**src/rtl/trigger_generator.sv**
```systemverilog
// Trigger sequencer: issues bursts (or continuous streams) of one-tick triggers
// spaced by a programmable number of sync ticks, each tagged with a wrapping counter.
module trigger_generator #(
  parameter int N = 3
) (
  input  logic         clk,
  input  logic         reset,
  input  logic         sync,
  input  logic         start,
  input  logic         stop,
  input  logic [15:0]  period,
  input  logic [7:0]   burst,
  output logic         trg_out,
  output logic [N-1:0] data_out,
  output logic         busy,
  output logic         dbg_state_o
);

  typedef enum logic {
    S_IDLE = 1'b0,
    S_RUN  = 1'b1
  } state_t;

  state_t         state_q, state_d;
  logic           trg_q, trg_d;
  logic [N-1:0]   data_q, data_d;
  logic [N-1:0]   tag_q, tag_d;
  logic [15:0]    gap_q, gap_d;
  logic [7:0]     rem_q, rem_d;
  logic           cont_q, cont_d;
  logic           start_pend_q, start_pend_d;
  logic           stop_pend_q, stop_pend_d;

  logic           start_req;
  logic           stop_req;
  logic [15:0]    gap_reload;

  // A request seen on the same edge as a sync tick acts on that tick.
  assign start_req  = start_pend_q | start;
  assign stop_req   = stop_pend_q | stop;
  assign gap_reload = (period == 16'd0) ? 16'd0 : period - 16'd1;

  always_ff @(posedge clk or posedge reset) begin
    if (reset) begin
      state_q      <= S_IDLE;
      trg_q        <= 1'b0;
      data_q       <= '0;
      tag_q        <= '0;
      gap_q        <= '0;
      rem_q        <= '0;
      cont_q       <= 1'b0;
      start_pend_q <= 1'b0;
      stop_pend_q  <= 1'b0;
    end else begin
      state_q      <= state_d;
      trg_q        <= trg_d;
      data_q       <= data_d;
      tag_q        <= tag_d;
      gap_q        <= gap_d;
      rem_q        <= rem_d;
      cont_q       <= cont_d;
      start_pend_q <= start_pend_d;
      stop_pend_q  <= stop_pend_d;
    end
  end

  always_comb begin
    state_d      = state_q;
    trg_d        = trg_q;
    data_d       = data_q;
    tag_d        = tag_q;
    gap_d        = gap_q;
    rem_d        = rem_q;
    cont_d       = cont_q;
    start_pend_d = start_pend_q;
    stop_pend_d  = stop_pend_q;

    if (!sync) begin
      start_pend_d = start_req;
      stop_pend_d  = stop_req;
    end else begin
      // Every sync tick consumes both pending flags, whatever the state.
      start_pend_d = 1'b0;
      stop_pend_d  = 1'b0;
      trg_d        = 1'b0;
      data_d       = '0;
      if (stop_req) begin
        state_d = S_IDLE;
      end else begin
        unique case (state_q)
          S_IDLE: begin
            if (start_req) begin
              state_d = S_RUN;
              trg_d   = 1'b1;
              data_d  = tag_q;
              tag_d   = tag_q + 1'b1;
              gap_d   = gap_reload;
              rem_d   = burst - 8'd1;
              cont_d  = (burst == 8'd0);
            end
          end
          S_RUN: begin
            if (gap_q != 16'd0) begin
              gap_d = gap_q - 16'd1;
            end else if (!cont_q && rem_q == 8'd0) begin
              state_d = S_IDLE;
            end else begin
              trg_d  = 1'b1;
              data_d = tag_q;
              tag_d  = tag_q + 1'b1;
              gap_d  = gap_reload;
              if (!cont_q) rem_d = rem_q - 8'd1;
            end
          end
          default: state_d = S_IDLE;
        endcase
      end
    end
  end

  assign trg_out     = trg_q;
  assign data_out    = data_q;
  assign busy        = (state_q == S_RUN);
  assign dbg_state_o = state_q;

endmodule

```
**config.mk**
```make
export PLATFORM = sky130hd
export DESIGN_NAME = trigger_generator
export DESIGN_NICKNAME = d
export VERILOG_FILES = /design/src/rtl/trigger_generator.sv
export SDC_FILE = /design/constraint.sdc
export NUM_CORES = 1
export LEC_CHECK = 0
export CORE_AREA = 5 5 84 86
export DETAILED_ROUTE_END_ITERATION = 8
export DIE_AREA = 0 0 89 91
export PLACE_DENSITY = 0.7
export SLEW_MARGIN = 25
export SYNTH_ARGS = -nofsm -noshare
export SYNTH_HDL_FRONTEND = slang
export SYNTH_SLANG_ARGS = --single-unit
```
**constraint.sdc**
```tcl
create_clock -name clk -period 2.6 [get_ports clk]
set_input_delay 0.52 -clock clk [delete_from_list [all_inputs] [get_ports clk]]
set_output_delay 0.52 -clock clk [all_outputs]
set_load 0.1 [all_outputs]
```
### Word level (Yosys, flattened, before mapping)

Cells that the tools add are included.

| storage, ports and cells | value |
|---|---|
| RAM bits | 0 |
| memories kept | 0 |
| ROM bits | 0 |
| register bits | 35 |
| word-level logic and storage cells | 62 |
| latch bits | 0 |

| cells by class | value |
|---|---|
| eq/ne operators | 5 |
| add/sub/neg operators | 5 |
| div/mod/pow operators | 0 |
| magnitude comparators | 0 |
| bitwise logic cells | 4 |
| mux-type cells | 29 |
| shift operators | 0 |
| reductions and logical operators | 10 |
| multiply operators | 0 |

Operators with widths:

| cell | count |
|---|---|
| $mux W16 | 4 |
| $mux W8 | 4 |
| $pmux W16 S2 | 1 |
| $sub A16 B1 Y16 const B | 2 |
| $mux W3 | 7 |
| $logic_not A16 Y1 | 1 |
| $logic_not A8 Y1 | 2 |
| $pmux W8 S2 | 1 |
| $reduce_bool A16 Y1 | 1 |
| $sub A8 B1 Y8 const B | 2 |
| $pmux W3 S2 | 2 |
| $mux W1 | 8 |
| $ne A2 B2 Y1 const B | 4 |
| $reduce_and A4 Y1 | 2 |
| $reduce_and A6 Y1 | 1 |
| $reduce_and A5 Y1 | 1 |
| $pmux W1 S2 | 2 |
| $add A3 B1 Y3 const B | 1 |
| $ne A3 B3 Y1 const B | 1 |
| $not A1 Y1 | 2 |
| $or A1 B1 Y1 | 2 |
| $logic_and A1 B1 Y1 | 1 |
| $logic_not A1 Y1 | 1 |

### Longest topological paths before layout

| depth | value |
|---|---|
| word-level depth | 6 |
| depth in mapped cells | 9 |
| depth with buffers taken out | 7 |

### Least setup slack after synthesis

OpenSTA, ideal clock, no wires.

| timing path | value |
|---|---|
| kind | register to register |
| start | register state_q, in the netlist busy |
| end | register rem_q[6] |
| cell stages (with the launch flop) | 10 |
| period minus slack after synthesis | 3.327 ns |
| data required time | 2.474 ns |
| slack | -0.727 ns |
| arrival | 3.201 ns |
| buffers on the path | 3 |
| cell sequence | dfrtp_1 clkbuf_1 clkbuf_1 clkbuf_1 mux2i_1 ha_1 o221ai_1 nand2_1 a21bo_2 a221o_1 |

| between the ends | value |
|---|---|
| word-level cells in the longest chain between the ends | 3 |
| elaborated cells between the ends (all ways) | 7 |

RTL lines:

| what | line | RTL |
|---|---|---|
| start, declared | 24 | `state_t state_q, state_d;` |
| start signal, assigned | 55 | `state_q <= state_d;` |
| $not A1 Y1 (no source line) | -- |  |
| $ne A2 B2 Y1 (no source line) | -- |  |
| $reduce_and A6 Y1 (no source line) | -- |  |
| end signal, assigned | 60 | `rem_q <= rem_d;` |
| end, declared | 29 | `logic [7:0] rem_q, rem_d;` |

Parallel ways exist; a longest one is shown, timed or not.
A chain may end at the register's enable or synchronous reset.

### Final worst setup path

| timing path | value |
|---|---|
| start | register gap_q[4] |
| end | register rem_q[2] |

| between the ends | value |
|---|---|
| word-level cells in the longest chain between the ends | 3 |

RTL lines:

| what | line | RTL |
|---|---|---|
| start, declared | 28 | `logic [15:0] gap_q, gap_d;` |
| start signal, assigned | 59 | `gap_q <= gap_d;` |
| $reduce_bool A16 Y1 | 103 | `if (gap_q != 16'd0) begin` |
| $ne A2 B2 Y1 (no source line) | -- |  |
| $reduce_and A6 Y1 (no source line) | -- |  |

No other way between the ends.

==> run_results.csv <==
group,metric,value,unit
placed_design,dp.final_hpwl,4776,µm
synth,synthCells,275,
cts,clockBufferDepth,2,
cts,htree_num_levels,2,
power,worst_supply_voltage_drop_on_vdd,385.7,µV
cells_and_area,area_growth_syn_to_layout,32.94,%
detailed_routing,drc,0,
min_path,hold_path_depth,1,
timing,max_slew.worst_pin.slew,664.8,ps
floorplanning,io_pins,35,
global_routing,grt_max_degree,33,
cts,holdBufCountCts,0,
timing,setup-violations-final,0,
synth,netlist-cell-type-count,60,
cts,root_buffer_cell,"sky130_fd_sc_hd__clkbuf_8",
timing,fin_worst_skew,10.10,ps
cts,tritoncts,"done",
global_routing,antenna_violations_before_repair,0,
detailed_routing,vias,2364,
setup_path,worst_setup_path_end_kind,"flop",
synth,syn_area_per_cell,8.881,µm²
detailed_routing,detail-route-antenna-nets,0,
cells_and_area,fillerInstances,579,
synth,synth_seq_area_share,0.3586,
setup_path,rr_startpoint,"gap_q[4]$_DFFE_PP0P_",
setup_path,rr_endpoint,"rem_q[2]$_DFFE_PP0P_",
power,total_leakage_power,1.308,nW
detailed_routing,drt_iter0_drc,211,
cells_and_area,antenna-diode-count,0,
synth,netlist_area,0.002442,mm²
timing,setup_repair_after_global_routing_missed_its_margin,"true",
global_routing,grt_use_total,0.1673,
power,p_switching,0.7965,mW
cts,cts_made_buffers,5,
timing,timing.max_slew.rel_slack,0.5527,
floorplanning,fp.coreArea,0.006205,mm²
detailed_routing,postRouteWirelength,6317,µm
synth,yosys.area_share.adder,0.02049,
setup_path,worst-setup-path-type,"reg2reg",
global_routing,grt_pass1_vias,2276,
min_path,min_delay_worst_endpoint,"tag_q[2]$_DFFE_PP0P_",
synth,mux_share_of_post_synthesis_cell_area,0.03432,
setup_path,critical_path.max_fanout,5,
cells_and_area,drive_gt1_frac,0.2248,
detailed_routing,detail_route.wl_per_cell,14.90,µm
run_status,run_status,"finished, final reports clean",
min_path,min-delay-start,"tag_q[2]$_DFFE_PP0P_",
detailed_routing,vias_per_cell,5.575,
power,combinationalPowerShare,0.369,
synth,synthFlopType,"sky130_fd_sc_hd__dfrtp_1",
global_routing,grt_remaining_overflow,0,
power,switching_share,0.3656,
synth,syn-num-nets,308,
power,seq_power_share,0.404,
flow_run,max-cap-violations,0,
placed_design,routability_congestion_estimate_from_global_placement,0.8963,
cells_and_area,layout.nets,379,
floorplanning,die_area,0.008099,mm²
global_routing,global_route_wire_length_before_repair,10830,µm
cells_and_area,fin_util,0.5233,
synth,ys_async_sr_fraction,1.000,
placed_design,io_buffers,34,
min_path,worstHoldPathType,"reg2reg",
timing,timing.final.max_slew_violations,0,
floorplanning,die_y,91,µm
cts,cts.reportedPaths.clkPinSlew,80,ps
synth,area_fraction_in_and_or_nand_and_nor_cells_after_synthesis,0.2218,
synth,synth_top_family_by_area,"compound AO/OA/AOI/OAI gates",
power,internal_power,1.382,mW
setup_path,worst_r2r_path_depth,6,
synth,synth-edff-count,0,
timing,final.min_clock_period,2590,ps
floorplanning,initial_utilization,0.3936,
power,clkPwrFrac,0.227,
synth,synth.ff_latch_count,35,
setup_path,critPathLaunchType,"flop",
timing,setup_total_negative_slack,0,ps
timing,share_of_the_clock_period_used_by_the_worst_path,0.9963,
setup_path,cp.arrival,2760,ps
setup_path,critPathRequiredTime,2770,ps
detailed_routing,first_pass_iters,4,
power,totalPowerFinal,2.179,mW
cts,clock_sink_count,35,
floorplanning,row_count,29,
synth,synth-compound-area-share,0.2695,
power,power-per-cell-area,671.0,mW/mm²
synth,yosysWarningCount,0,
floorplanning,die_w,89,µm
synth,synth_area_in_xor_xnor,0.05020,
timing,hold_violations,0,
setup_path,regToRegSetupSlack,10,ps
timing,fmaxAchievable,386.1,MHz
cts,clk_latency,290,ps
==> metrics by stage <==
step / std cells / setup WS [ps] / cell area (µm²) / hold slack [ps]
floorplan: 275 / 19.96 / 2459 / 445.3
global placement: 407 / 76.35 / 3050 / 466.4
detailed placement: 407 / 23.31 / 3050 / 464.3
CTS: 415 / 65.45 / 3166 / 478.9
global route: 424 / -113.9 / 3247 / 488.8
finish: 424 / 9.691 / 3247 / 482.2
==> cell usage in the layout (no fill, tap or decap), types with 4 or more instances in the layout <==
cell type | Yosys | final
sky130_fd_sc_hd__o21ai_0 | 19 | 18
sky130_fd_sc_hd__xor2_1 | 7 | 7
sky130_fd_sc_hd__mux2i_1 | 5 | 5
sky130_fd_sc_hd__nor3_1 | 14 | 14
sky130_fd_sc_hd__clkbuf_8 | 0 | 5
sky130_fd_sc_hd__o22ai_1 | 4 | 4
sky130_fd_sc_hd__nor2_1 | 25 | 25
sky130_fd_sc_hd__buf_4 | 1 | 46
sky130_fd_sc_hd__inv_1 | 16 | 15
sky130_fd_sc_hd__xnor2_1 | 7 | 7
sky130_fd_sc_hd__clkdlybuf4s50_1 | 0 | 28
sky130_fd_sc_hd__a22o_1 | 6 | 6
sky130_fd_sc_hd__a21oi_1 | 14 | 14
sky130_fd_sc_hd__nand4_1 | 4 | 4
sky130_fd_sc_hd__nand2_1 | 19 | 19
sky130_fd_sc_hd__dfrtp_1 | 35 | 32
sky130_fd_sc_hd__o221ai_1 | 6 | 6
sky130_fd_sc_hd__nor2b_1 | 4 | 4
sky130_fd_sc_hd__nor4_1 | 5 | 5
sky130_fd_sc_hd__nand3_1 | 6 | 6
sky130_fd_sc_hd__or4_1 | 8 | 7
==> cells in the mapped netlist, drive strengths merged (2+ instances only) <==
library cell / instances / area (µm²)
dfrtp: 35 / 875.8
clkbuf: 7 / 26.28
nor2: 25 / 93.84
o221a: 2 / 22.52
xnor2: 7 / 61.31
nand3: 6 / 30.03
ha: 4 / 50.05
mux2: 3 / 33.78
nand4: 4 / 25.02
o41a: 2 / 22.52
a31oi: 3 / 18.77
o41ai: 3 / 45.05
nor3b: 3 / 22.52
or2: 3 / 18.77
o22ai: 4 / 25.02
o311a: 2 / 20.02
nor3: 14 / 70.07
o21a: 2 / 15.01
xor2: 7 / 61.31
buf: 3 / 23.77
inv: 16 / 60.06
o32a: 2 / 20.02
a21oi: 14 / 70.07
o221ai: 6 / 52.55
nor4: 5 / 31.28
nor2b: 4 / 25.02
nand2: 19 / 71.32
and4: 2 / 17.52
a22o: 6 / 52.55
a221o: 3 / 30.03
o21ai: 21 / 108.9
o32ai: 2 / 17.52
or4: 9 / 71.32
mux2i: 5 / 50.05
o31ai: 2 / 20.02
or3: 3 / 18.77
o211ai: 2 / 20.02
==> worst max path at each step <==
stage	endpoint	slack, ps	cells after the start	startpoint
6_report	rem_q[2]$_DFFE_PP0P_	10	6	gap_q[4]$_DFFE_PP0P_
4_1_cts	rem_q[2]$_DFFE_PP0P_	70	8	gap_q[1]$_DFFE_PP0P_
3_5_place_dp	gap_q[2]$_DFFE_PP0P_	20	7	gap_q[1]$_DFFE_PP0P_
3_3_place_gp	gap_q[10]$_DFFE_PP0P_	80	8	gap_q[1]$_DFFE_PP0P_
2_1_floorplan	rem_q[6]$_DFFE_PP0P_	20	9	busy$_DFFE_PP0P_
5_1_grt	rem_q[2]$_DFFE_PP0P_	-110	6	gap_q[4]$_DFFE_PP0P_
==> flip-flops by register name (all words and copies together) (netlist names) <==
signal	cells
stop_pend_q	1
data_out	3
rem_q	8
tag_q	3
trg_out	1
cont_q	1
busy	1
start_pend_q	1
gap_q	16
==> layer usage <==
metal	vias to the layer above	share of wire	global-route usage
met5	-	0	0
met4	0	0.0070	0.04839
met3	4	0.057	0.03077
met2	65	0.47	0.2593
met1	1107	0.46	0.2372
li1	1188	-	-
==> layout make-up <==
class	count	area (µm²)	area share
Inverter	16	60.06	0.01850
Tap cell	77	96.34	0.02967
Multi-Input combinational cell	214	1470	0.4528
Clock inverter	3	43.79	0.01349
Sequential cell	35	882.1	0.2717
Timing Repair Buffer	74	625.6	0.1927
Clock buffer	5	68.82	0.02119
==> worst max-delay path, stage by stage, from the launching register on <==
cell                        delay (ps)
sky130_fd_sc_hd__dfrtp_2           440
sky130_fd_sc_hd__or4_4             570
sky130_fd_sc_hd__o41a_1            500
sky130_fd_sc_hd__a2111oi_4         430
sky130_fd_sc_hd__buf_4             200
sky130_fd_sc_hd__o21ai_2            50
sky130_fd_sc_hd__a221o_1           290
==> cell families after synthesis <==
kind of cell / Yosys count
compound gates: 85
xor+xnor: 14
simple gates: 103
buf+inv: 26
mux: 8
fa+ha+maj: 4
flops: 35
==> power groups by stage <==
stage | clock network [mW] | registers, mW | logic [mW]
detailed placement | 0 | 0.884 | 0.749
CTS | 0.505 | 0.878 | 0.750
finish | 0.494 | 0.880 | 0.804
floorplan | 0 | 0.918 | 0.436
global placement | 0 | 0.880 | 0.734
global route | 0.532 | 0.907 | 0.892
==> timing repair <==
item	CTS	global route
gates cloned	0	0
setup buffers	0	9
pin swaps	0	5
endpoints found under the hold margin	0	0
endpoints found under the setup margin	3	17
gates resized for setup	1	8
(Power assumes the default switching activity.)
